`src/rtl/alu_muldiv_pkg.sv`:
```
// Shared types and constants for the iterative multiply/divide sequencer.
// Latency: none (declarations only).
// Backpressure: not applicable.
package alu_muldiv_pkg;

    localparam int XLEN_DEFAULT = 32;

    typedef enum logic [1:0] {
        OP_MUL  = 2'b00,
        OP_DIVU = 2'b01,
        OP_REMU = 2'b10,
        OP_RSVD = 2'b11
    } op_e;

    localparam logic [2:0] ALU_ADD  = 3'b000;
    localparam logic [2:0] ALU_SUB  = 3'b001;
    localparam logic [2:0] ALU_OR   = 3'b010;
    localparam logic [2:0] ALU_AND  = 3'b011;
    localparam logic [2:0] ALU_SLTU = 3'b101;

    typedef enum logic [2:0] {
        IDLE,
        CHECK,
        MUL_STEP,
        DIV_CMP,
        DIV_SUB,
        RESP
    } state_e;

endpackage

```
`src/rtl/alu_muldiv_seq.sv`:
```
// Shift-add multiply / restoring divide sequencer that borrows the datapath ALU.
// Latency: MUL 33 (fewer with ALU_MULDIV_EARLY_EXIT_EN), DIVU/REMU 65, div-by-zero/reserved 1.
// Backpressure: one op in flight; the result is held in RESP until rsp_ready, req_ready only in IDLE.
module alu_muldiv_seq
    import alu_muldiv_pkg::*;
#(
    parameter int XLEN = XLEN_DEFAULT
) (
    input  logic            clk,
    input  logic            reset_n,
    input  logic            req_valid,
    output logic            req_ready,
    input  logic [1:0]      req_op,
    input  logic [XLEN-1:0] req_a,
    input  logic [XLEN-1:0] req_b,
    output logic            rsp_valid,
    input  logic            rsp_ready,
    output logic [XLEN-1:0] rsp_data,
    output logic [XLEN-1:0] alu_srca,
    output logic [XLEN-1:0] alu_srcb,
    output logic [2:0]      alu_control,
    input  logic [XLEN-1:0] alu_result,
    output logic            busy
);

    localparam int CW = $clog2(XLEN);
    localparam logic [CW-1:0] CNT_LAST = CW'(XLEN - 1);

    state_e          state;
    op_e             op;
    logic [XLEN-1:0] opa, opb;
    logic [XLEN-1:0] acc, mcand, mplier;
    logic [XLEN-1:0] rem, quo, s_q;
    logic            msb_q, lt_q;
    logic [CW-1:0]   cnt;

    logic [XLEN-1:0] s_now, acc_nxt, mplier_nxt, quo_nxt, rem_nxt;
    logic            take, mul_done;

    assign req_ready = (state == IDLE);
    assign busy      = (state != IDLE);

    // Next-value helpers: shifted partial remainder, conditional accumulate, restore decision.
    // msb_q marks a 33-bit partial remainder, which always exceeds the divisor.
    always_comb begin
        s_now      = {rem[XLEN-2:0], quo[XLEN-1]};
        acc_nxt    = mplier[0] ? alu_result : acc;
        mplier_nxt = mplier >> 1;
        take       = msb_q | ~lt_q;
        quo_nxt    = {quo[XLEN-1:1], take};
        rem_nxt    = take ? alu_result : s_q;
`ifdef ALU_MULDIV_EARLY_EXIT_EN
        mul_done   = (cnt == CNT_LAST) || (mplier_nxt == '0);
`else
        mul_done   = (cnt == CNT_LAST);
`endif
    end

    // ALU operand/control mux; parked at add(0,0) whenever no step is issued.
    always_comb begin
        alu_srca    = '0;
        alu_srcb    = '0;
        alu_control = ALU_ADD;
        case (state)
            MUL_STEP: begin
                alu_srca    = acc;
                alu_srcb    = mcand;
                alu_control = ALU_ADD;
            end
            DIV_CMP: begin
                alu_srca    = s_now;
                alu_srcb    = opb;
                alu_control = ALU_SLTU;
            end
            DIV_SUB: begin
                alu_srca    = s_q;
                alu_srcb    = opb;
                alu_control = ALU_SUB;
            end
            default: ;
        endcase
    end

    // Sequencer FSM with its operand shift registers and the held response.
    always_ff @(posedge clk or negedge reset_n) begin
        if (!reset_n) begin
            state     <= IDLE;
            op        <= OP_MUL;
            opa       <= '0;
            opb       <= '0;
            acc       <= '0;
            mcand     <= '0;
            mplier    <= '0;
            rem       <= '0;
            quo       <= '0;
            s_q       <= '0;
            msb_q     <= 1'b0;
            lt_q      <= 1'b0;
            cnt       <= '0;
            rsp_valid <= 1'b0;
            rsp_data  <= '0;
        end else begin
            case (state)
                IDLE: begin
                    if (req_valid) begin
                        op    <= op_e'(req_op);
                        opa   <= req_a;
                        opb   <= req_b;
                        state <= CHECK;
                    end
                end
                CHECK: begin
                    if (op == OP_RSVD) begin
                        rsp_data  <= '0;
                        rsp_valid <= 1'b1;
                        state     <= RESP;
                    end else if (op != OP_MUL && opb == '0) begin
                        rsp_data  <= (op == OP_DIVU) ? '1 : opa;
                        rsp_valid <= 1'b1;
                        state     <= RESP;
`ifdef ALU_MULDIV_EARLY_EXIT_EN
                    end else if (opb == '0) begin
                        rsp_data  <= '0;
                        rsp_valid <= 1'b1;
                        state     <= RESP;
`endif
                    end else if (op == OP_MUL) begin
                        acc    <= '0;
                        mcand  <= opa;
                        mplier <= opb;
                        cnt    <= '0;
                        state  <= MUL_STEP;
                    end else begin
                        rem   <= '0;
                        quo   <= opa;
                        cnt   <= '0;
                        state <= DIV_CMP;
                    end
                end
                MUL_STEP: begin
                    acc    <= acc_nxt;
                    mcand  <= mcand << 1;
                    mplier <= mplier_nxt;
                    cnt    <= cnt + 1'b1;
                    if (mul_done) begin
                        rsp_data  <= acc_nxt;
                        rsp_valid <= 1'b1;
                        state     <= RESP;
                    end
                end
                DIV_CMP: begin
                    s_q   <= s_now;
                    msb_q <= rem[XLEN-1];
                    lt_q  <= alu_result[0];
                    quo   <= quo << 1;
                    state <= DIV_SUB;
                end
                DIV_SUB: begin
                    rem <= rem_nxt;
                    quo <= quo_nxt;
                    cnt <= cnt + 1'b1;
                    if (cnt == CNT_LAST) begin
                        rsp_data  <= (op == OP_DIVU) ? quo_nxt : rem_nxt;
                        rsp_valid <= 1'b1;
                        state     <= RESP;
                    end else begin
                        state <= DIV_CMP;
                    end
                end
                RESP: begin
                    if (rsp_ready) begin
                        rsp_valid <= 1'b0;
                        state     <= IDLE;
                    end
                end
                default: state <= IDLE;
            endcase
        end
    end

endmodule

```
`config.mk`:
```
export PLATFORM = sky130hd
export DESIGN_NAME = alu_muldiv_seq
export DESIGN_NICKNAME = d
export VERILOG_FILES = /design/src/rtl/alu_muldiv_pkg.sv /design/src/rtl/alu_muldiv_seq.sv
export SDC_FILE = /design/constraint.sdc
export NUM_CORES = 1
export LEC_CHECK = 0
export BUFFER_PORTS_ARGS = -buffer_cell sky130_fd_sc_hd__buf_2
export CORE_AREA = 2 2 189 191
export CTS_CLUSTER_SIZE = 14
export DETAILED_ROUTE_END_ITERATION = 10
export DIE_AREA = 0 0 191 193
export PLACE_DENSITY = 0.74
export SKIP_LAST_GASP = 1
export SLEW_MARGIN = 30
export SYNTH_ARGS = -nofsm -noshare
export SYNTH_HDL_FRONTEND = slang
export SYNTH_SLANG_ARGS = --single-unit
```
`constraint.sdc`:
```
create_clock -name clk -period 2.5 [get_ports clk]
set_clock_uncertainty 0.15 [all_clocks]
set_input_delay 0.125 -clock clk [delete_from_list [all_inputs] [get_ports clk]]
set_output_delay 0.125 -clock clk [all_outputs]
set_load 0.005 [all_outputs]
```
==> results.toml <==
[final_layout]
multi_input_area_um2 = 6774
final_area_um2 = 19740
drive_gt1_frac = 0.2767
area_delta_synth_final_pct = 33.97
final.fill_count = 2898
seqCellArea_um2 = 7536
layout.nets = 1923

[clock_network]
cts_buffer_depth = 3
root_buffer = "clkbuf_16"
cts_tree = "built"
htreeDepth = 1
clk_pin_slew_ns = 0.06
clock_latency_ns = 0.56
numCtsBuffers = 31
cts.sinks = 301

[drt]
routed_wl_um = 48730
first_pass_iters = 7
drtIter0Drc = 1320
wl_per_cell_um = 21.14
drc = 0
antenna_left = 0
vias = 13180
vias_per_cell = 5.716

[critical_path]
reg2regPathDepth = 8
critPathKind = "reg -> reg"
crit_required_ns = 2.79
r2r-end = "rsp_data[1]"
crit_start = "opb[30]"
worst_setup_path_start_kind = "flop"
r2r-start = "opb[30]"
r2r_slack_ns = -0.04
cp_max_fo = 9
arrival_ns = 2.83
cp-end-kind = "flop"

[floorplan]
ioPinCount = 204
start_util = 0.4214
die_x_um = 191
dieHeight_um = 193
core_region_area_um2 = 34960
die-area_um2 = 36860
fp-row-count = 69

[global_route]
grt_pass1_wl_um = 72020
track_usage = 0.2490
grt_overflow = 0
groute.layer.met1.usage = 0.3405
antenna_found_initial = 0
grt_pass1_vias = 12890
use_met2 = 0.4061
grtUsageMet3 = 0.04054
grt_max_degree = 135
grt-busiest-layer = "met2"

[timing]
max-slew-margin-rel = 0.3642
report.final.slew_viol_count = 0
rsz0062_at_grt = "true"
fmax_mhz = 393.7
holdWs_ns = 0.1560
finalSetupViolCount = 54
period_share = 1.016
tightest_slew_ns = 0.9464
timing.final.crit_period_ns = 2.540
hold_viol = 0
fin_ws_ns = -0.03973

[yosys]
synth_edf_count = 0
synth_cell_types = 50
async_flop_share = 1.000
yosys_warnings = 0
avgSynthCellArea_um2 = 9.989
synth-main-ff-cell = "dfrtp_1"
netlist_area_um2 = 14730
synthCells = 1475
synth-seq-area-share = 0.5112
syn-num-nets = 1579
synth-seq-cells = 301

[placed_design]
place_congestion = 0.8151
io_buffers = 202
placed_cell_area_um2 = 16810
hpwl_um = 29870

[hold_path]
hold_path.class = "in -> reg"
hold_path_depth = 4
worstHoldStart = "req_a[8]"
hold_end = "opa[8]"

[power]
p_leak_nw = 9.449
vdd_ir_drop_max_mv = 0.8948
p_per_area_nw_per_um2 = 1409

[run_status]
violations = "setup timing"
status = "finished, violations left"

[run]
cap_viol_max_count = 0
worst max-delay path by stage:
| stage | to | slack, ns | depth (start not counted) |
|---|---|---|---|
| finish | rsp_data[1] | -0.04 | 8 |
| global route | rem[12] | -0.12 | 9 |
| floorplan | rsp_data[0] | 0.26 | 6 |
| CTS | rsp_data[4] | -0.02 | 8 |
| detailed placement | rsp_data[10] | -0.17 | 8 |
| global placement | rsp_data[4] | -0.14 | 8 |
flip-flops by register name (all words and copies together), names as in the netlist:
name / flops
state: 3
rsp_data: 32
op: 2
s_q: 32
mplier: 32
lt_q: 1
cnt: 5
rsp_valid: 1
msb_q: 1
acc: 32
quo: 32
opb: 32
mcand: 32
opa: 32
rem: 32
cell usage in the layout (no fill, tap or decap), drive strengths merged, types with 4 or more instances in the layout:
cell	Yosys	routed
nor3	5	5
inv	37	36
a22o	34	34
o22ai	5	5
mux2	97	97
nor4	8	8
bufinv	0	4
mux2i	96	96
nand2	272	272
nand3	5	5
nor2b	5	5
clkbuf	70	56
dfrtp	301	301
a221o	31	31
o21ai	226	226
a22oi	32	32
bufbuf	0	4
a21oi	45	45
buf	47	310
a21o	31	31
clkinv	0	8
nor2	75	75
o2bb2ai	28	28
dlygate4sd3	0	103
area by class of cell:
class,instances,area share
sequential,301,0.3818
tap,461,0.02922
clock inverter,12,0.008240
multi-input combinational,1020,0.3432
antenna,1,0.0001268
clock buffer,45,0.04551
timing repair buffer,428,0.1844
inverter,37,0.007543
synth_stat cells, types with 3 or more instances:
| library cell | n | area, um2 |
|---|---|---|
| o21ai_0 | 225 | 1126 |
| buf_2 | 36 | 180.2 |
| inv_1 | 35 | 131.4 |
| nor2_1 | 74 | 277.8 |
| o22ai_1 | 5 | 31.28 |
| mux2_2 | 67 | 754.5 |
| a22oi_1 | 32 | 240.2 |
| mux2_4 | 29 | 435.4 |
| a22o_1 | 34 | 297.8 |
| nor4_1 | 8 | 50.05 |
| a221o_1 | 31 | 310.3 |
| a21oi_1 | 43 | 215.2 |
| buf_1 | 7 | 26.28 |
| buf_6 | 3 | 33.78 |
| mux2i_1 | 96 | 960.9 |
| nor2b_1 | 5 | 31.28 |
| nor3_1 | 4 | 20.02 |
| clkbuf_1 | 70 | 262.8 |
| dfrtp_1 | 301 | 7532 |
| o2bb2ai_1 | 28 | 245.2 |
| nand2_1 | 272 | 1021 |
| nand3_1 | 5 | 25.02 |
| a21o_1 | 31 | 232.7 |
power breakdown:
group / internal [W] / switching, W / total [W]
Combinational: 0.00671 / 0.00754 / 0.0142
Clock: 0.00289 / 0.00194 / 0.00482
Sequential: 0.00710 / 0.00163 / 0.00873
Total: 0.0167 / 0.0111 / 0.0278
stage by stage:
step	instances	power (W)	TNS [ns]	utilization	setup slack, ns
3_5_place_dp	2106	0.02113	-7.029	0.4809	-0.1663
2_1_floorplan	1475	0.01635	0	-	0.2553
5_1_grt	2304	0.02936	-5.363	0.5645	-0.1199
4_1_cts	2277	0.02659	-0.1878	0.5483	-0.02265
3_3_place_gp	2106	0.02069	-6.075	0.4809	-0.1392
6_report	2305	0.02781	-0.9646	0.5645	-0.03973
worst max-delay path, stage by stage (launching register included):
cell       delay [ns]
dfrtp_1          0.41
nor4_4           0.34
buf_4            0.16
nand4_1          0.18
o31a_1           0.35
a21oi_4          0.19
buf_12           0.19
clkbuf_16        0.17
mux2_4           0.30
repair_timing:
action,4_1_cts,5_1_grt
cloned,4,12
hold buffers,104,0
hold endpoints to repair,437,0
pin swaps,3,7
gates resized for setup,15,32
setup endpoints to repair,154,141
buffers inserted,6,15
metal layers:
metal	part of all wire	vias to the layer above
met4	0.035	0
met5	0	-
li1	-	5902
met1	0.42	6546
met2	0.46	597
met3	0.079	131
cell families after synthesis:
family | synth area share
buffers and inverters | 0.04407
muxes | 0.1467
and+or+nand+nor | 0.1039
DFF | 0.5112
other | 0.0002545
AOI/OAI and AO/OA | 0.1921
adders and majority gates | 0.001698
Power figures use the tool's default switching activity.
